[src/rtl/kws_feature_loader_if.sv]
// rtl/kws_feature_loader_if.sv - Wishbone slave and feature stream bundle for kws_feature_loader
interface kws_feature_loader_if;
    logic        wbs_stb_i;
    logic        wbs_cyc_i;
    logic        wbs_we_i;
    logic [3:0]  wbs_sel_i;
    logic [31:0] wbs_dat_i;
    logic [31:0] wbs_adr_i;
    logic        wbs_ack_o;
    logic [31:0] wbs_dat_o;
    logic [31:0] out_data;
    logic [4:0]  out_addr;
    logic        out_valid;
    logic        out_ready;
    logic        frame_done;
    logic        overflow;

    modport slave (
        input  wbs_stb_i, wbs_cyc_i, wbs_we_i, wbs_sel_i, wbs_dat_i, wbs_adr_i, out_ready,
        output wbs_ack_o, wbs_dat_o, out_data, out_addr, out_valid, frame_done, overflow
    );

    modport master (
        output wbs_stb_i, wbs_cyc_i, wbs_we_i, wbs_sel_i, wbs_dat_i, wbs_adr_i, out_ready,
        input  wbs_ack_o, wbs_dat_o, out_data, out_addr, out_valid, frame_done, overflow
    );
endinterface

[src/rtl/kws_feature_loader.sv]
// rtl/kws_feature_loader.sv - Ping-pong MFCC frame buffer between the Wishbone host and cmvn
module kws_feature_loader #(
    parameter int          FEAT_DIM  = 20,
    parameter logic [7:0]  FEAT_BASE = 8'h40,
    parameter logic [7:0]  CTRL_ADDR = 8'h60,
    parameter logic [7:0]  STAT_ADDR = 8'h61
) (
    input  logic               wb_clk_i,
    input  logic               wb_rst_i,
    kws_feature_loader_if.slave bus
);
    localparam logic [7:0] LP_DIM  = 8'(FEAT_DIM);
    localparam logic [4:0] LP_LAST = 5'(FEAT_DIM - 1);

    typedef enum logic {S_IDLE, S_STREAM} state_t;

    state_t      r_state, w_state_nxt;
    logic        r_ack;
    logic [31:0] r_dat;
    logic        r_wr_bank, r_rd_bank;
    logic [1:0]  r_full, w_full_nxt;
    logic [4:0]  r_idx, w_idx_nxt;
    logic [7:0]  r_frame_cnt;
    logic        r_ovf;
    logic [31:0] r_mem [2][FEAT_DIM];

    logic [7:0]  w_word_adr, w_feat_off;
    logic [4:0]  w_k;
    logic        w_is_feat, w_is_ctrl, w_is_stat, w_k_ok, w_hit, w_acc, w_wr, w_rd;
    logic        w_feat_wr, w_wr_full, w_mem_we, w_flush, w_commit, w_commit_ok, w_clr_ovf;
    logic        w_ovf_evt, w_drain, w_busy;
    logic [31:0] w_rdata;
    logic        w_unused_adr;

    assign w_word_adr   = bus.wbs_adr_i[9:2];
    assign w_unused_adr = &{1'b0, bus.wbs_adr_i[31:10], bus.wbs_adr_i[1:0]};
    assign w_feat_off   = w_word_adr - FEAT_BASE;
    assign w_k          = w_feat_off[4:0];
    assign w_is_feat    = (w_feat_off < 8'd32);
    assign w_is_ctrl    = (w_word_adr == CTRL_ADDR);
    assign w_is_stat    = (w_word_adr == STAT_ADDR);
    assign w_k_ok       = w_is_feat && (w_feat_off < LP_DIM);
    assign w_hit        = bus.wbs_cyc_i & bus.wbs_stb_i & (w_is_feat | w_is_ctrl | w_is_stat);

    // Side effects fire only on the edge that raises ack, so each transfer acts once.
    assign w_acc        = w_hit & ~r_ack;
    assign w_wr         = w_acc & bus.wbs_we_i;
    assign w_rd         = w_acc & ~bus.wbs_we_i;

    assign w_wr_full    = r_full[r_wr_bank];
    assign w_feat_wr    = w_wr & w_k_ok;
    assign w_mem_we     = w_feat_wr & ~w_wr_full;
    assign w_flush      = w_wr & w_is_ctrl & bus.wbs_dat_i[1];
    assign w_commit     = w_wr & w_is_ctrl & bus.wbs_dat_i[0] & ~bus.wbs_dat_i[1];
    assign w_clr_ovf    = w_wr & w_is_ctrl & bus.wbs_dat_i[2];
    assign w_commit_ok  = w_commit & ~w_wr_full;
    assign w_ovf_evt    = (w_feat_wr | w_commit) & w_wr_full;
    assign w_busy       = (r_state == S_STREAM);

    always_comb begin
        w_state_nxt = r_state;
        w_idx_nxt   = r_idx;
        w_drain     = 1'b0;
        case (r_state)
            S_IDLE: begin
                if (r_full[r_rd_bank]) begin
                    w_state_nxt = S_STREAM;
                    w_idx_nxt   = 5'd0;
                end
            end
            S_STREAM: begin
                if (bus.out_ready) begin
                    if (r_idx == LP_LAST) begin
                        w_drain     = 1'b1;
                        w_state_nxt = S_IDLE;
                    end else begin
                        w_idx_nxt = r_idx + 5'd1;
                    end
                end
            end
            default: w_state_nxt = S_IDLE;
        endcase
        if (w_flush) begin
            w_state_nxt = S_IDLE;
            w_idx_nxt   = 5'd0;
            w_drain     = 1'b0;
        end
    end

    // Drain and commit always address different banks, so both updates can land together.
    always_comb begin
        w_full_nxt = r_full;
        if (w_drain)
            w_full_nxt[r_rd_bank] = 1'b0;
        if (w_commit_ok)
            w_full_nxt[r_wr_bank] = 1'b1;
        if (w_flush)
            w_full_nxt = 2'b00;
    end

    always_comb begin
        w_rdata = 32'd0;
        if (w_is_stat)
            w_rdata = {16'd0, r_frame_cnt, 3'd0, w_busy, r_ovf, r_full[1], r_full[0], r_wr_bank};
        else if (w_k_ok)
            w_rdata = r_mem[r_wr_bank][w_k];
    end

    always_ff @(posedge wb_clk_i or posedge wb_rst_i) begin
        if (wb_rst_i) begin
            r_state     <= S_IDLE;
            r_ack       <= 1'b0;
            r_dat       <= 32'd0;
            r_wr_bank   <= 1'b0;
            r_rd_bank   <= 1'b0;
            r_full      <= 2'b00;
            r_idx       <= 5'd0;
            r_frame_cnt <= 8'd0;
            r_ovf       <= 1'b0;
        end else begin
            r_state     <= w_state_nxt;
            r_ack       <= w_hit & ~r_ack;
            r_dat       <= w_rd ? w_rdata : 32'd0;
            r_full      <= w_full_nxt;
            r_idx       <= w_idx_nxt;
            r_wr_bank   <= w_flush ? 1'b0 : (w_commit_ok ? ~r_wr_bank : r_wr_bank);
            r_rd_bank   <= w_flush ? 1'b0 : (w_drain ? ~r_rd_bank : r_rd_bank);
            r_frame_cnt <= w_drain ? r_frame_cnt + 8'd1 : r_frame_cnt;
            r_ovf       <= w_ovf_evt ? 1'b1 : (w_clr_ovf ? 1'b0 : r_ovf);
        end
    end

    always_ff @(posedge wb_clk_i) begin
        if (w_mem_we) begin
            for (int b = 0; b < 4; b++) begin
                if (bus.wbs_sel_i[b])
                    r_mem[r_wr_bank][w_k][8*b +: 8] <= bus.wbs_dat_i[8*b +: 8];
            end
        end
    end

    assign bus.wbs_ack_o  = r_ack;
    assign bus.wbs_dat_o  = r_dat;
    assign bus.out_valid  = w_busy;
    assign bus.out_data   = w_busy ? r_mem[r_rd_bank][r_idx] : 32'd0;
    assign bus.out_addr   = w_busy ? r_idx : 5'd0;
    assign bus.frame_done = w_drain;
    assign bus.overflow   = r_ovf;
endmodule
[src/flat_wrapper.sv]
// flat-port wrapper written by rule: the top's interface ports become plain ports
module kws_feature_loader_flat 
#(
    parameter int          FEAT_DIM  = 20,
    parameter logic [7:0]  FEAT_BASE = 8'h40,
    parameter logic [7:0]  CTRL_ADDR = 8'h60,
    parameter logic [7:0]  STAT_ADDR = 8'h61
)
  (wb_clk_i, wb_rst_i, bus_wbs_stb_i, bus_wbs_cyc_i, bus_wbs_we_i, bus_wbs_sel_i, bus_wbs_dat_i, bus_wbs_adr_i, bus_out_ready, bus_wbs_ack_o, bus_wbs_dat_o, bus_out_data, bus_out_addr, bus_out_valid, bus_frame_done, bus_overflow);
  kws_feature_loader_if bus_i ();
  input  logic wb_clk_i;
  input  logic wb_rst_i;
  input wire logic [$bits(bus_i.wbs_stb_i)-1:0] bus_wbs_stb_i;
  input wire logic [$bits(bus_i.wbs_cyc_i)-1:0] bus_wbs_cyc_i;
  input wire logic [$bits(bus_i.wbs_we_i)-1:0] bus_wbs_we_i;
  input wire logic [$bits(bus_i.wbs_sel_i)-1:0] bus_wbs_sel_i;
  input wire logic [$bits(bus_i.wbs_dat_i)-1:0] bus_wbs_dat_i;
  input wire logic [$bits(bus_i.wbs_adr_i)-1:0] bus_wbs_adr_i;
  input wire logic [$bits(bus_i.out_ready)-1:0] bus_out_ready;
  output wire logic [$bits(bus_i.wbs_ack_o)-1:0] bus_wbs_ack_o;
  output wire logic [$bits(bus_i.wbs_dat_o)-1:0] bus_wbs_dat_o;
  output wire logic [$bits(bus_i.out_data)-1:0] bus_out_data;
  output wire logic [$bits(bus_i.out_addr)-1:0] bus_out_addr;
  output wire logic [$bits(bus_i.out_valid)-1:0] bus_out_valid;
  output wire logic [$bits(bus_i.frame_done)-1:0] bus_frame_done;
  output wire logic [$bits(bus_i.overflow)-1:0] bus_overflow;
  assign bus_i.wbs_stb_i = bus_wbs_stb_i;
  assign bus_i.wbs_cyc_i = bus_wbs_cyc_i;
  assign bus_i.wbs_we_i = bus_wbs_we_i;
  assign bus_i.wbs_sel_i = bus_wbs_sel_i;
  assign bus_i.wbs_dat_i = bus_wbs_dat_i;
  assign bus_i.wbs_adr_i = bus_wbs_adr_i;
  assign bus_i.out_ready = bus_out_ready;
  assign bus_wbs_ack_o = bus_i.wbs_ack_o;
  assign bus_wbs_dat_o = bus_i.wbs_dat_o;
  assign bus_out_data = bus_i.out_data;
  assign bus_out_addr = bus_i.out_addr;
  assign bus_out_valid = bus_i.out_valid;
  assign bus_frame_done = bus_i.frame_done;
  assign bus_overflow = bus_i.overflow;
  kws_feature_loader #(.FEAT_DIM(FEAT_DIM), .FEAT_BASE(FEAT_BASE), .CTRL_ADDR(CTRL_ADDR), .STAT_ADDR(STAT_ADDR)) u_core (.wb_clk_i(wb_clk_i), .wb_rst_i(wb_rst_i), .bus(bus_i));
endmodule
[config.mk]
export PLATFORM = sky130hd
export DESIGN_NAME = kws_feature_loader_flat
export DESIGN_NICKNAME = d
export VERILOG_FILES = /design/src/rtl/kws_feature_loader_if.sv /design/src/rtl/kws_feature_loader.sv /design/src/flat_wrapper.sv
export SDC_FILE = /design/constraint.sdc
export NUM_CORES = 2
export LEC_CHECK = 0
export ABC_CLOCK_PERIOD_IN_PS = 7900
export BUFFER_PORTS_ARGS = -buffer_cell sky130_fd_sc_hd__buf_2
export CAP_MARGIN = 20
export CELL_PAD_IN_SITES_DETAIL_PLACEMENT = 0
export CELL_PAD_IN_SITES_GLOBAL_PLACEMENT = 2
export CORE_MARGIN = 1.5
export CORE_UTILIZATION = 40
export CTS_CLUSTER_SIZE = 40
export DETAILED_ROUTE_END_ITERATION = 6
export PLACE_DENSITY_LB_ADDON = 0.15
export REMOVE_ABC_BUFFERS = 1
export SLEW_MARGIN = 20
export SYNTH_ARGS = -nofsm -noshare
export SYNTH_HDL_FRONTEND = slang
export SYNTH_SLANG_ARGS = --single-unit
export TNS_END_PERCENT = 5
[constraint.sdc]
create_clock -name wb_clk_i -period 7.9 [get_ports wb_clk_i]
set_clock_uncertainty 0.15 [all_clocks]
set_input_delay 0.79 -clock wb_clk_i [delete_from_list [all_inputs] [get_ports wb_clk_i]]
set_output_delay 0.79 -clock wb_clk_i [all_outputs]
set_load 0.05 [all_outputs]
==> impl_metrics.py <==
metrics = {
    "layout": {
        "design_area_sq_um": 69300,
        "regArea_sq_um": 39800,
        "utilization": 0.454,
        "finalNetCount": 3514,
        "syn2layout_area_growth_pct": 12.2,
        "drive_gt1_frac": 0.303,
        "fillers": 12878,
        "layoutNonFillerInstCount": 5592,
        "multi_input_area_sq_um": 20600,
    },
    "synthesis": {
        "synth_top_family_by_area": "multiplexers",
        "synth_xor_area_frac": 0.00142,
        "synth_compound_area_frac": 0.0497,
        "async_flop_share": 0.0390,
        "yosys_most_used_dff": "edfxtp_1",
        "synthesis.area_sq_um": 61700,
        "synth_mux_area_frac": 0.244,
        "ys_warn_count": 0,
        "synth_simple_gate_area_frac": 0.0362,
        "synthCells": 3351,
        "yosys.area_share.adder": 0.000406,
        "synth_edf_count": 1280,
        "seq_area_frac_synth": 0.644,
        "synth.avg_cell_area_sq_um": 18.4,
        "ys_seq_elements": 1332,
        "ys_types": 67,
    },
    "pwr": {
        "p_leak_nw": 21.5,
        "p_per_area_nw_per_um2": 301,
        "ir_worst_vdd_mv": 0.350,
    },
    "grt": {
        "overflow": 0,
        "grt_use_total": 0.265,
        "first_global_vias": 36761,
        "antenna_found_initial": 8,
        "grt_max_degree": 134,
        "grt_pass1_wl_um": 290000,
    },
    "sta": {
        "period_minus_slack_ns": 5.62,
        "finalMaxSlewViolations": 0,
        "rsz0062_at_grt": "false",
        "finalHoldViolCount": 0,
        "finalSetupViolations": 0,
        "finalCritPeriodShare": 0.712,
        "slew-limit-headroom": 0.219,
        "max_freq_mhz": 178,
        "fin_worst_hold_slack_ns": 0.125,
        "tightestPinTransition_ns": 1.17,
        "setup_ws_ns": 2.28,
    },
    "route": {
        "wl_per_cell_um": 37.3,
        "drt-initial-drc-count": 4299,
        "num_vias": 35860,
        "drt-total-wl_um": 208000,
        "first_pass_iters": 5,
        "vias_per_cell": 6.41,
        "drc": 0,
        "ant_nets": 0,
    },
    "die": {
        "io_pins": 147,
        "core_area_sq_um": 153000,
        "rows": 143,
        "dieHeight_um": 396,
        "start_util": 0.404,
        "die_w_um": 396,
        "dieArea_sq_um": 157000,
    },
    "critical_path": {
        "cp.required_ns": 6.96,
        "cp-end-kind": "primary output",
        "slowest_delay_ns": 0.69,
        "path_common_cell": "buf_4",
        "arrival_ns": 4.68,
        "critPathLaunchType": "register",
        "worstPathCellList": "buf_16 -> buf_4 -> nand2b_1 -> buf_4 -> o22ai_1 -> nor3_1 -> nor2_1 -> o21ai_0 -> buf_2",
        "crit_fanout": 44,
        "rrSetupSlack_ns": 3.40,
        "ff2ff_path_depth": 5,
        "crit_slowest_cell": "dfrtp_4",
        "critPathKind": "reg2out",
    },
    "clock_tree": {
        "cts.path.max_buffers": 3,
        "postCtsSetupRepairBufs": 0,
        "cts.sinks": 1332,
        "clk_pin_slew_worst_paths_ns": 0.07,
        "cts_tree": "yes",
        "cts_root_buffer": "clkbuf_16",
        "h-tree-depth": 4,
        "insertion_delay_ns": 0.79,
        "numCtsBuffers": 149,
    },
    "worst_hold_path": {
        "whs_path_depth": 2,
        "holdCritPathClass": "in2reg",
    },
    "place": {
        "placed_cells": 5312,
        "place_congestion": 0.853,
        "io_buffers": 122,
        "placed_area_sq_um": 64200,
        "dp_hpwl_um": 133000,
        "place_ws_ns": 2.40,
    },
    "run": {
        "maxCapViolCount": 0,
    },
    "run_status": {
        "outcome": "finished, final reports clean",
    },
}
==> routing by layer <==
metal	vias up	GRT usage	wire, um
met2	1782	0.420	99700
met1	19404	0.364	84300
met4	4	0.101	7890
li1	14351	-	-
met3	319	0.0525	16500
met5	-	0	30
==> cells in the mapped netlist (all sizes together) (4+ instances only) <==
cell type / n / area (sq um)
nand2b: 10 / 62.6
dfrtp: 52 / 1300
inv: 12 / 45.0
o22ai: 74 / 463
and2: 10 / 62.6
a31oi: 7 / 43.8
nand3: 24 / 120
and3: 4 / 25.0
a221oi: 22 / 193
xnor2: 9 / 78.8
or3: 9 / 61.3
nor3: 32 / 160
buf: 176 / 1110
o211ai: 21 / 158
nor3b: 4 / 30.0
nand3b: 6 / 45.0
a2111oi: 7 / 61.3
nor2: 229 / 867
or2: 4 / 25.0
mux4: 569 / 12800
edfxtp: 1280 / 38400
nand2: 132 / 495
o21a: 17 / 128
a21oi: 60 / 300
o21ai: 66 / 330
nand4: 7 / 43.8
a222oi: 18 / 180
nor4bb: 4 / 40.0
a221o: 7 / 70.1
a22oi: 120 / 901
mux2: 50 / 563
a211oi: 6 / 55.1
clkbuf: 87 / 327
mux2i: 169 / 1690
nor2b: 15 / 93.8
==> report_power, final <==
group | internal [mW] | switching [mW]
clock network | 4.31 | 2.85
registers | 7.76 | 0.176
logic | 2.01 | 3.74
total | 14.1 | 6.76
==> sequential cells by signal, indices dropped and copies added (netlist names) <==
name,cells
u_core.bus.wbs_dat_o,32
u_core.r_frame_cnt,8
u_core.r_mem,1280
u_core.r_wr_bank,1
u_core.r_rd_bank,1
u_core.bus.out_valid,1
u_core.bus.wbs_ack_o,1
u_core.r_full,2
u_core.bus.overflow,1
u_core.r_idx,5
==> placed cells by master, fill, tap and decap left out, types with 8 or more instances in the layout <==
cell type and count:
nor3_1 31, mux4_2 569, clkbuf_1 38, xnor2_1 9
mux2_2 50, inv_1 10, nor2b_1 11, a21oi_1 60
mux2i_1 169, clkinv_2 25, clkinv_1 20, buf_4 67
nor2_2 19, a222oi_1 18, o211ai_1 21, o21ai_0 65
nand3_1 24, o22ai_1 74, o21a_1 17, a221oi_1 22
or3_1 8, nand2b_1 8, edfxtp_1 1280, bufinv_16 20
clkbuf_16 156, and2_1 9, nor2_1 209, nand2_1 131
buf_2 120, dfrtp_1 48, a22oi_1 120
==> final timing paths <==
path	from	to
setup / recovery	u_core.r_idx[0]	bus_out_data[14]
hold / removal	bus_wbs_adr_i[8]	u_core.bus.wbs_ack_o
setup reg to reg	u_core.bus.wbs_ack_o	u_core.r_mem[0][468]
hold reg to reg	u_core.r_frame_cnt[7]	u_core.r_frame_cnt[7]
max in group asynchronous	wb_rst_i	u_core.r_wr_bank
min in group asynchronous	wb_rst_i	u_core.bus.wbs_dat_o[31]
==> layout make-up <==
type                    instances  area share
repair buffers                199      0.0190
inverters                      12    0.000668
clock inverters                73      0.0126
diodes                          2   0.0000723
well taps                    2030      0.0367
multi-input cells            1744       0.297
flip-flops and latches       1332       0.574
clock buffers                 200      0.0596
==> critical path: cells and delay by family (launching register included) <==
kind / cells / cell delay (ns)
buf+inv: 4 / 1.64
simple gates: 3 / 0.95
flops: 1 / 0.69
compound gates: 2 / 0.47
==> metrics by stage <==
| step | TNS, ns | total power [mW] |
|---|---|---|
| floorplan | -6858.81 | 12.5 |
| global placement | 0 | 13.8 |
| detailed placement | 0 | 13.8 |
| CTS | 0 | 21.0 |
| global route | 0 | 21.4 |
| finish | 0 | 20.9 |
==> cell families after synthesis <==
kind of cell	Yosys count
flip-flops	1332
multiplexers	788
AND/OR/NAND/NOR	499
AO/OA/AOI/OAI	445
buffers and inverters	275
XOR/XNOR	10
adder cells (fa/ha/maj)	2
==> repair_timing <==
item,4_1_cts,5_1_grt
gates resized for setup,0,0
hold buffers,2,0
hold endpoints to repair,17,0
Note: power is estimated with default switching activity, not from simulation.
